**config.mk**
```make
export PLATFORM = sky130hd
export DESIGN_NAME = hazard_scoreboard
export DESIGN_NICKNAME = d
export VERILOG_FILES = /design/src/rtl/hazard_scoreboard.sv
export SDC_FILE = /design/constraint.sdc
export NUM_CORES = 1
export LEC_CHECK = 0
export BUFFER_PORTS_ARGS = -buffer_cell sky130_fd_sc_hd__buf_2
export CORE_ASPECT_RATIO = 1.5
export CORE_UTILIZATION = 50
export DETAILED_ROUTE_END_ITERATION = 16
export GPL_TIMING_DRIVEN = 0
export PLACE_DENSITY = 0.82
export SLEW_MARGIN = 20
export SYNTH_ARGS = -nofsm -noshare
export SYNTH_HDL_FRONTEND = slang
export SYNTH_SLANG_ARGS = --single-unit
```
**constraint.sdc**
```tcl
create_clock -name clk -period 2.44 [get_ports clk]
set_input_delay 0.488 -clock clk [delete_from_list [all_inputs] [get_ports clk]]
set_output_delay 0.488 -clock clk [all_outputs]
set_load 0.01 [all_outputs]
```
**src/rtl/hazard_scoreboard.sv**
```systemverilog
// In-order RAW hazard / forwarding scoreboard beside decode.
// Tracks DEPTH post-decode stages; stalls decode and selects EX operand sources.
module hazard_scoreboard #(
    parameter int REG_BITS    = 3,
    parameter int DEPTH       = 3,
    parameter int FWD_EN      = 0,
    parameter int LOAD_STAGE  = 2,
    parameter int RF_BYPASS   = 1,
    parameter int FLUSH_DEPTH = 0,
    localparam int SEL_W      = $clog2(DEPTH),
    localparam int CW         = $clog2(DEPTH + 1),
    localparam int NREG       = 2 ** REG_BITS
) (
    input  logic                clk,
    input  logic                rst,
    input  logic                id_valid,
    input  logic [REG_BITS-1:0] id_rs,
    input  logic [REG_BITS-1:0] id_rt,
    input  logic                id_reads_rs,
    input  logic                id_reads_rt,
    input  logic                id_writes,
    input  logic [REG_BITS-1:0] id_wreg,
    input  logic                id_is_load,
    input  logic                flush,
    output logic                stall,
    output logic                issue,
    output logic [SEL_W-1:0]    ex_fwd_a_sel,
    output logic [SEL_W-1:0]    ex_fwd_b_sel,
    output logic [NREG-1:0]     pending,
    output logic [CW-1:0]       inflight_cnt
);

    logic [DEPTH-1:0]    v_q, v_d;
    logic [DEPTH-1:0]    w_q, w_d;
    logic [DEPTH-1:0]    ld_q, ld_d;
    logic [REG_BITS-1:0] wreg_q [DEPTH];
    logic [REG_BITS-1:0] wreg_d [DEPTH];
    logic [CW-1:0]       cnt_q [NREG];
    logic [CW-1:0]       cnt_d [NREG];
    logic [SEL_W-1:0]    sel_a_q, sel_b_q;
    logic [SEL_W-1:0]    sel_a_d, sel_b_d;

    logic fa, fb, la, lb, haz;
    int   ka, kb;

    // Youngest matching producer per source, hazard and forward select
    always_comb begin
        fa = 1'b0;
        fb = 1'b0;
        la = 1'b0;
        lb = 1'b0;
        ka = 0;
        kb = 0;
        for (int k = DEPTH - 1; k >= 0; k--) begin
            if (v_q[k] && w_q[k] &&
                !((k == DEPTH - 1) && (RF_BYPASS != 0))) begin
                if (id_reads_rs && wreg_q[k] == id_rs) begin
                    fa = 1'b1;
                    ka = k;
                    la = ld_q[k];
                end
                if (id_reads_rt && wreg_q[k] == id_rt) begin
                    fb = 1'b1;
                    kb = k;
                    lb = ld_q[k];
                end
            end
        end
        if (FWD_EN == 0) begin
            haz = fa | fb;
        end else begin
            haz = (fa && la && (ka + 1 < LOAD_STAGE)) ||
                  (fb && lb && (kb + 1 < LOAD_STAGE));
        end
        sel_a_d = '0;
        sel_b_d = '0;
        if (FWD_EN != 0 && fa && (ka + 1 <= DEPTH - 1))
            sel_a_d = SEL_W'(ka + 1);
        if (FWD_EN != 0 && fb && (kb + 1 <= DEPTH - 1))
            sel_b_d = SEL_W'(kb + 1);
        stall = id_valid & haz & ~flush & ~rst;
        issue = id_valid & ~haz & ~flush & ~rst;
    end

    // Next stage entries: shift, load stage 0, squash flushed young stages
    always_comb begin
        v_d[0]    = issue;
        w_d[0]    = id_writes;
        ld_d[0]   = id_is_load;
        wreg_d[0] = id_wreg;
        for (int k = 1; k < DEPTH; k++) begin
            v_d[k]    = v_q[k-1] & ~(flush && (k - 1 < FLUSH_DEPTH));
            w_d[k]    = w_q[k-1];
            ld_d[k]   = ld_q[k-1];
            wreg_d[k] = wreg_q[k-1];
        end
    end

    // Per-register in-flight writer counts
    always_comb begin
        for (int r = 0; r < NREG; r++) begin
            cnt_d[r] = cnt_q[r];
            if (issue && id_writes && id_wreg == REG_BITS'(r))
                cnt_d[r] = cnt_d[r] + CW'(1);
            if (v_q[DEPTH-1] && w_q[DEPTH-1] &&
                wreg_q[DEPTH-1] == REG_BITS'(r))
                cnt_d[r] = cnt_d[r] - CW'(1);
            for (int k = 0; k < FLUSH_DEPTH; k++) begin
                if (flush && v_q[k] && w_q[k] &&
                    wreg_q[k] == REG_BITS'(r))
                    cnt_d[r] = cnt_d[r] - CW'(1);
            end
        end
    end

    // Status outputs derived from counters and valid bits
    always_comb begin
        inflight_cnt = '0;
        for (int k = 0; k < DEPTH; k++)
            inflight_cnt = inflight_cnt + CW'(v_q[k]);
        for (int r = 0; r < NREG; r++)
            pending[r] = (cnt_q[r] != '0);
    end

    // Control state with synchronous reset
    always_ff @(posedge clk) begin
        if (rst) begin
            v_q     <= '0;
            sel_a_q <= '0;
            sel_b_q <= '0;
            for (int r = 0; r < NREG; r++)
                cnt_q[r] <= '0;
        end else begin
            v_q     <= v_d;
            sel_a_q <= issue ? sel_a_d : '0;
            sel_b_q <= issue ? sel_b_d : '0;
            for (int r = 0; r < NREG; r++)
                cnt_q[r] <= cnt_d[r];
        end
    end

    // Entry payload, qualified by valid
    always_ff @(posedge clk) begin
        w_q  <= w_d;
        ld_q <= ld_d;
        for (int k = 0; k < DEPTH; k++)
            wreg_q[k] <= wreg_d[k];
    end

    assign ex_fwd_a_sel = sel_a_q;
    assign ex_fwd_b_sel = sel_b_q;

endmodule
```
==> results of run 1 <==
==> worst paths after layout <==
kind / end / slack (ns) / depth (start not counted)
max: cnt_q[1][7] / 0.09 / 7
min: wreg_q[0][2] / 0.34 / 1
max reg2reg: cnt_q[1][7] / 0.09 / 7
min reg2reg: w_q[1] / 0.35 / 0
==> metrics by stage <==
step / std cells / setup TNS [ns]
after floorplan: 220 / 0
after global placement: 289 / -0.401
after detailed placement: 289 / -0.605
after CTS: 297 / 0
after global routing: 297 / 0
final: 297 / 0
==> state kept, by name, indices dropped and copies added (netlist names) <==
name,count
w_q,3
v_q,3
cnt_q,16
wreg_q,9
==> placed cells by master, fill, tap and decap left out, drive strengths merged, types with 6 or more instances in the layout <==
cell type  synthesis  routed
a31oi              6       6
buf                5      32
ha                 8       8
nand2             15      15
nor2              23      23
xnor2             18      18
mux2i              8       8
nand3              8       8
dfxtp             31      31
inv               24      24
clkbuf             2       8
xor2              12      12
mux2               6       6
or4                8       8
==> cell families (layout without fill, tap and decap cells) <==
group	Yosys count	count (layout)
and+or+nand+nor	87	87
DFF	31	31
buffers and inverters	31	66
xor gates and xnor gates	30	30
AOI/OAI and AO/OA	14	14
muxes	14	14
adders and majority gates	9	9
other	1	4
==> timing repair <==
item                       CTS  global route
setup endpoints to repair    0             4
gates resized for setup      0            10
hold endpoints to repair     0             0
==> power by group <==
part	switching [W]	internal, W
clock	0.000199	0.000330
sequential	0.0000127	0.000521
combinational	0.0000464	0.0000392
total	0.000258	0.000890
==> layout make-up <==
type | count | share of cell area
buffer | 7 | 0.0222
sequential | 31 | 0.286
inverter | 24 | 0.0410
multi-input combinational | 158 | 0.512
clock buffer | 6 | 0.0376
tap | 42 | 0.0239
timing repair buffer | 27 | 0.0615
clock inverter | 2 | 0.0160
==> per-layer routing <==
layer | routed length, um | part of all wire | global-route usage | vias up
li1 | - | - | - | 795
met4 | 93 | 0.025 | 0.119 | 0
met1 | 1440 | 0.39 | 0.213 | 696
met3 | 138 | 0.037 | 0.0399 | 7
met5 | 0 | 0 | 0 | -
met2 | 2060 | 0.55 | 0.382 | 36
==> worst max-delay path, stage by stage, from the launching register on <==
cell and delay (ns):
dfxtp_2 0.35, xor2_1 0.18, nor4_1 0.09, o21a_1 0.25, or4_4 0.55, buf_6 0.15, and4b_1 0.17, or4_1 0.50
==> results.json, run 1 <==
{
  "fmax_mhz": 426,
  "tritoncts": "yes",
  "fin_skew_ns": 0.00496,
  "max_slew_margin": 0.657,
  "clockBufferDepth": 2,
  "dpl_cell_area_sq_um": 2060,
  "clock_latency_ns": 0.29,
  "ys_types": 36,
  "wire_per_inst_um": 12.5,
  "overflow": 0,
  "grtUsageTotal": 0.211,
  "area_delta_synth_final_pct": 18.3,
  "vdd_drop_max_uv": 545,
  "path_max_fanout": 6,
  "crit_start": "wreg_q[0][3]",
  "htreeDepth": 2,
  "postCtsSetupBuffers": 0,
  "cts-root-buf": "clkbuf_8",
  "ios": 33,
  "clk_pin_slew_ns": 0.07,
  "vias_per_cell": 5.16,
  "synth.largest_area_cell": "dfxtp_1",
  "yosys_register_bits": 31,
  "power_w": 0.00115,
  "grt_max_degree": 11,
  "reg2reg_from": "wreg_q[0][3]",
  "synth_xor_area_frac": 0.142,
  "dieWidth_um": 51.8,
  "ys_seq_area_frac": 0.334,
  "routed_wl_mm": 3.73,
  "synth-edff-count": 0,
  "ant_nets": 0,
  "synth-simple-area-share": 0.257,
  "arrival_ns": 2.52,
  "core_area_sq_um": 3480,
  "design_area_sq_um": 2200,
  "grt_pass1_vias": 1473,
  "fin_nets": 280,
  "synth_compound_area_frac": 0.0458,
  "slew_violations": 0,
  "diodes": 0,
  "ys_top_cells_by_area": "dfxtp_1 (33%), xnor2_1 (8.5%), xor2_1 (5.7%)",
  "grt_pass1_wl_mm": 6.23,
  "layout_min_cycle_time_ns": 2.35,
  "p_leak_nw": 0.896,
  "syn_inst": 217,
  "dr.first_iter.drc_count": 28,
  "worst_pin_slew_ns": 0.515,
  "hold_path.class": "in2reg",
  "synth_fa_ha_area_frac": 0.0647,
  "outcome": "complete, no violations",
  "regArea_sq_um": 628,
  "ys_warn_count": 0,
  "min_from": "id_wreg[2]",
  "rsz0062_at_grt": "no",
  "fp.dieH_um": 76.6,
  "postSynth.asyncResetShare": 0,
  "grt_antenna_before_repair": 0,
  "synth_top_cell_area_share": 0.334,
  "drive_gt1_frac": 0.231,
  "drc": 0,
  "dieArea_sq_um": 3970,
  "via_count": 1534,
  "worst_slack_ns": 0.0935,
  "crit_type": "reg2reg",
  "firstDrtPassIters": 4,
  "hold_viol_final": 0,
  "cap_violations": 0,
  "whs_ns": 0.339,
  "avgSynthCellArea_sq_um": 8.56,
  "cts_sinks": 31,
  "ctsHoldBuffers": 0,
  "synth_mux_area_frac": 0.0795,
  "yosys-top-cells-count": "dfxtp_1 (31), inv_1 (24), nor2_1 (23)",
  "syn_area_sq_um": 1860,
  "gp_congestion": 0.782,
  "postLayoutCoreUtil": 0.631,
  "numCtsBuffers": 5,
  "worstSetupEndpointType": "flop",
  "setup_viol_count_final": 0,
  "powerDensity_nw_per_um2": 523,
  "start_util": 0.533,
  "fillCellCount": 306,
  "synthMostInstantiatedCell": "dfxtp_1",
  "dpl.hpwl_mm": 2.92,
  "synth_top_family_by_area": "simple AND/OR/NAND/NOR gates",
  "num_rows": 26,
  "port_buffers": 27,
  "multi_input_area_sq_um": 1120,
  "place_ws_ns": -0.166,
  "fin_crit_sh": 0.962,
  "start_kind": "flop",
  "required_ns": 2.61,
  "ys.flop_type": "dfxtp_1"
}
Power figures use the tool's default switching activity.
==> run 2: changes to the inputs <==
--- a/config.mk
+++ b/config.mk
@@ -7,10 +7,10 @@
 export LEC_CHECK = 0
 export BUFFER_PORTS_ARGS = -buffer_cell sky130_fd_sc_hd__buf_2
 export CORE_ASPECT_RATIO = 1.5
-export CORE_UTILIZATION = 50
+export CORE_UTILIZATION = 45
 export DETAILED_ROUTE_END_ITERATION = 16
 export GPL_TIMING_DRIVEN = 0
-export PLACE_DENSITY = 0.82
+export PLACE_DENSITY = 0.76
 export SLEW_MARGIN = 20
 export SYNTH_ARGS = -nofsm -noshare
 export SYNTH_HDL_FRONTEND = slang
==> results.json, run 2 (synthesis results as in run 1) <==
{
  "placed_cells": 292,
  "required_ns": 2.61,
  "gp_congestion": 0.764,
  "grt_antenna_before_repair": 0,
  "stdcell_count": 300,
  "clk_pin_slew_ns": 0.07,
  "outcome": "complete, no violations",
  "dpl_cell_area_sq_um": 2060,
  "tns_ns": 0,
  "grtUsageTotal": 0.191,
  "setup_viol_count_final": 0,
  "vdd_drop_max_uv": 475,
  "drive_gt1_frac": 0.224,
  "busiest_layer": "met2",
  "grt_max_degree": 11,
  "arrival_ns": 2.52,
  "reg.largest.list": "cnt_q x16, wreg_q x9",
  "clock_latency_ns": 0.29,
  "slowest_delay_ns": 0.53,
  "wire_per_inst_um": 12.0,
  "port_buffers": 27,
  "comb_power_share": 0.074,
  "vias_per_cell": 5.03,
  "p_switching_w": 0.000259,
  "dr.first_iter.drc_count": 21,
  "ctsHoldBuffers": 0,
  "crit_start": "wreg_q[0][4]",
  "regMostFlops": "cnt_q",
  "dieArea_sq_um": 4390,
  "slew_violations": 0,
  "p_int_w": 0.000890,
  "postLayoutCoreUtil": 0.555,
  "core_area_sq_um": 3960,
  "critPathBufInv": 1,
  "tritoncts": "yes",
  "diodes": 0,
  "slowest_stage": "or4_4",
  "holdPathStages": 1,
  "rsz0062_at_grt": "no",
  "hold_viol_final": 0,
  "drc": 0,
  "dpl.hpwl_mm": 2.79,
  "cp_cell_sequence": "xor2_2, nor4_1, o21a_1, or4_4, buf_6, and4b_1, or4_1",
  "p_leak_nw": 0.897,
  "start_kind": "flop",
  "num_rows": 28,
  "dieWidth_um": 54.4,
  "postCtsSetupBuffers": 0,
  "largest_register_ff_count": 16,
  "routed_wl_mm": 3.59,
  "power_w": 0.00115,
  "worst-r2r-setup-slack_ns": 0.08,
  "grt_pass1_vias": 1457,
  "fp.dieH_um": 80.7,
  "fmax_mhz": 424,
  "fillCellCount": 392,
  "r2r_end": "cnt_q[1][7]",
  "area_delta_synth_final_pct": 18.3,
  "clockBufferDepth": 2,
  "final_cell_mix": "dfxtp_1 (28), buf_2 (27), inv_1 (24), nor2_1 (23), xnor2_1 (18)",
  "hold-path-endpoint": "wreg_q[0][2]",
  "cap_violations": 0,
  "crit_family": "simple AND/OR/NAND/NOR gates",
  "netSwitchingFraction": 0.225,
  "grt_pass1_wl_mm": 6.03,
  "layout_min_cycle_time_ns": 2.36,
  "overflow": 0,
  "cts_sinks": 31,
  "crit_type": "reg2reg",
  "powerDensity_nw_per_um2": 523,
  "numCtsBuffers": 5,
  "final_common_cell": "dfxtp_1",
  "start_util": 0.469,
  "cts-root-buf": "clkbuf_8",
  "firstDrtPassIters": 4,
  "ant_nets": 0,
  "grt_use_met3": 0.0417,
  "min_from": "id_wreg[2]",
  "fin_crit_sh": 0.966,
  "met2_usage": 0.312,
  "path_max_fanout": 6,
  "fin_skew_ns": 0.00613,
  "grt_util_met1": 0.213,
  "hold_path.class": "in2reg",
  "fin_nets": 280,
  "htreeDepth": 2,
  "design_area_sq_um": 2200,
  "reg2reg_depth": 7,
  "reg2reg_from": "wreg_q[0][4]",
  "ios": 33,
  "power.share.sequential": 0.464,
  "clock_power_share": 0.462,
  "worstSetupEndpointType": "flop",
  "via_count": 1509
}
run 2: what timing repair did:
item                                   4_1_cts  5_1_grt
endpoints found under the hold margin        0        0
setup endpoints to repair                    0        7
gates resized for setup                      0        8
run 2: power by group through the flow:
stage | clock network [W] | registers [W] | logic [W]
6_report | 0.000530 | 0.000533 | 0.0000849
5_1_grt | 0.000556 | 0.000535 | 0.0000944
4_1_cts | 0.000537 | 0.000532 | 0.0000833
3_5_place_dp | 0 | 0.000543 | 0.0000828
3_3_place_gp | 0 | 0.000542 | 0.0000812
2_1_floorplan | 0 | 0.000541 | 0.0000509
run 2: cell type report:
type	instances	area, sq um	area share
Timing Repair Buffer	27	135	0.0615
Tap cell	45	56.3	0.0256
Clock buffer	6	82.6	0.0376
Buffer	7	48.8	0.0222
Inverter	24	90.1	0.0410
Sequential cell	31	624	0.284
Multi-Input combinational cell	158	1120	0.512
Clock inverter	2	35.0	0.0159
run 2: worst max path at each step:
stage	slack (ns)	depth (start not counted)	end
after floorplan	0.08	7	cnt_q[1][7]
after detailed placement	-0.19	8	cnt_q[1][7]
after global placement	-0.16	8	cnt_q[1][7]
final	0.08	7	cnt_q[1][7]
after global routing	0.006	7	cnt_q[1][7]
after CTS	0.02	7	cnt_q[1][7]
run 2: layer usage:
layer / vias up / share of wire
met2: 42 / 0.51
met5: - / 0
li1: 798 / -
met1: 657 / 0.41
met4: 0 / 0.035
met3: 12 / 0.045
run 2: stage by stage:
step	setup WS, ns	hold slack (ns)
floorplan	0.0772	0.331
global placement	-0.158	0.333
detailed placement	-0.187	0.337
CTS	0.0174	0.339
global route	0.00623	0.349
finish	0.0832	0.347
run 2: worst register-to-register path, delay by kind of cell, from the launching register on:
family,cells,cell delay (ns)
buf+inv,1,0.15
flops,1,0.37
compound gates,1,0.25
xor+xnor,1,0.18
simple gates,4,1.29
==> run 3: changes to the inputs <==
--- a/config.mk
+++ b/config.mk
@@ -6,10 +6,9 @@
 export NUM_CORES = 1
 export LEC_CHECK = 0
 export BUFFER_PORTS_ARGS = -buffer_cell sky130_fd_sc_hd__buf_2
-export CORE_ASPECT_RATIO = 1.5
 export CORE_UTILIZATION = 45
 export DETAILED_ROUTE_END_ITERATION = 16
-export GPL_TIMING_DRIVEN = 0
+export GPL_TIMING_DRIVEN = 1
 export PLACE_DENSITY = 0.76
 export SLEW_MARGIN = 20
 export SYNTH_ARGS = -nofsm -noshare
==> results.json, run 3 (synthesis results as in run 1) <==
{
  "reg.largest.list": "cnt_q x16, wreg_q x9",
  "wire_per_inst_um": 12.0,
  "crit_type": "reg2out",
  "grt_antenna_before_repair": 0,
  "ant_nets": 0,
  "cap_violations": 0,
  "dr.first_iter.drc_count": 32,
  "dieWidth_um": 66.2,
  "fmax_mhz": 433,
  "path_max_fanout": 5,
  "layout_min_cycle_time_ns": 2.31,
  "grtUsageTotal": 0.186,
  "vias_per_cell": 5.11,
  "grt_util_met1": 0.222,
  "fin_crit_sh": 0.946,
  "overflow": 0,
  "grt_use_met3": 0.0414,
  "setup_viol_count_final": 0,
  "power_w": 0.00106,
  "diodes": 0,
  "grt_max_degree": 23,
  "tritoncts": "yes",
  "firstDrtPassIters": 5,
  "grt_pass1_vias": 1419,
  "routed_wl_mm": 3.68,
  "busiest_layer": "met2",
  "num_rows": 22,
  "rsz0062_at_grt": "no",
  "hold_viol_final": 0,
  "cts-root-buf": "clkbuf_8",
  "port_buffers": 27,
  "start_util": 0.489,
  "drc": 0,
  "final_common_cell": "dfxtp_1",
  "grt_pass1_wl_mm": 6.07,
  "clk_pin_slew_ns": 0.06,
  "worstSetupEndpointType": "primary output",
  "postLayoutCoreUtil": 0.579,
  "htreeDepth": 2,
  "max_slew_margin": 0.634,
  "ios": 33,
  "required_ns": 1.95,
  "regMostFlops": "cnt_q",
  "clock_latency_ns": 0.29,
  "p_leak_nw": 0.897,
  "outcome": "complete, no violations",
  "slew_violations": 0,
  "powerDensity_nw_per_um2": 484,
  "fin_skew_ns": 0.00404,
  "clockBufferDepth": 2,
  "start_kind": "flop",
  "core_area_sq_um": 3800,
  "fillCellCount": 347,
  "whs_ns": 0.352,
  "via_count": 1563,
  "met2_usage": 0.314,
  "area_delta_synth_final_pct": 18.5,
  "fp.dieH_um": 66.2,
  "drive_gt1_frac": 0.221,
  "worst_pin_slew_ns": 0.544,
  "hold_path.class": "in2reg",
  "ctsHoldBuffers": 0,
  "fin_nets": 283,
  "cts_sinks": 31,
  "dieArea_sq_um": 4390,
  "vdd_drop_max_uv": 360,
  "gp_congestion": 0.856,
  "numCtsBuffers": 5,
  "arrival_ns": 1.82,
  "final_cell_mix": "dfxtp_1 (31), buf_2 (27), inv_1 (24), nor2_1 (23), xnor2_1 (18)",
  "dpl.hpwl_mm": 2.82,
  "largest_register_ff_count": 16
}
==> run 3: cell count changes in the layout (fill, tap and decap cells not counted), sizes merged <==
cell / previous run / this run
buf: 32 / 37
bufinv: 1 / 0
clkbuf: 8 / 7
clkinv: 1 / 0
clkinvlp: 0 / 1
==> run 3: layout make-up <==
cell class	instances	area (sq um)	share of cell area
well taps	48	60.1	0.0273
clock buffers	7	96.3	0.0438
clock inverters	1	7.51	0.00341
multi-input cells	158	1110	0.507
flip-flops and latches	31	621	0.282
repair buffers	37	210	0.0956
inverters	24	90.1	0.0410
==> run 3: what timing repair did <==
action,4_1_cts,5_1_grt
setup buffers,0,0
resized for setup,0,1
setup endpoints to repair,0,1
==> run 3: report_power, final <==
| part | total (W) | switching, W | internal, W |
|---|---|---|---|
| sequential | 0.000532 | 0.0000122 | 0.000520 |
| clock | 0.000454 | 0.000197 | 0.000256 |
| combinational | 0.0000785 | 0.0000431 | 0.0000354 |
| total | 0.00106 | 0.000253 | 0.000812 |
==> run 3: stage by stage <==
stage / instances / instance area, sq um / TNS (ns) / setup slack (ns)
floorplan: 220 / 1870 / 0 / 0.0772
global placement: 298 / 2090 / -0.0387 / -0.0387
detailed placement: 298 / 2090 / -0.0748 / -0.0748
CTS: 306 / 2190 / 0 / 0.109
global route: 306 / 2200 / 0 / 0.00419
finish: 306 / 2200 / 0 / 0.133
==> run 3: routing by layer <==
layer  share of wire  vias to the layer above  wire, um
li1                -                      805         -
met1            0.49                      720      1790
met2            0.46                       28      1700
met3           0.031                       10       113
met4           0.023                        0        83
met5               0                        -         0
==> run 3: final timing paths <==
check                from          end  slack, ns  cells after the start
max          wreg_q[0][3]        stall       0.13                      5
min             id_writes       w_q[0]       0.35                      1
max reg2reg  wreg_q[0][3]  cnt_q[1][7]       0.14                      6
min reg2reg        w_q[1]       w_q[2]       0.36                      0
==> run 3: worst max-delay path, stage by stage (launching register included) <==
cell and delay (ns):
dfxtp_1 0.34, xor2_1 0.15, nor4_1 0.39, o21ai_0 0.31
a21oi_1 0.20, buf_2 0.15
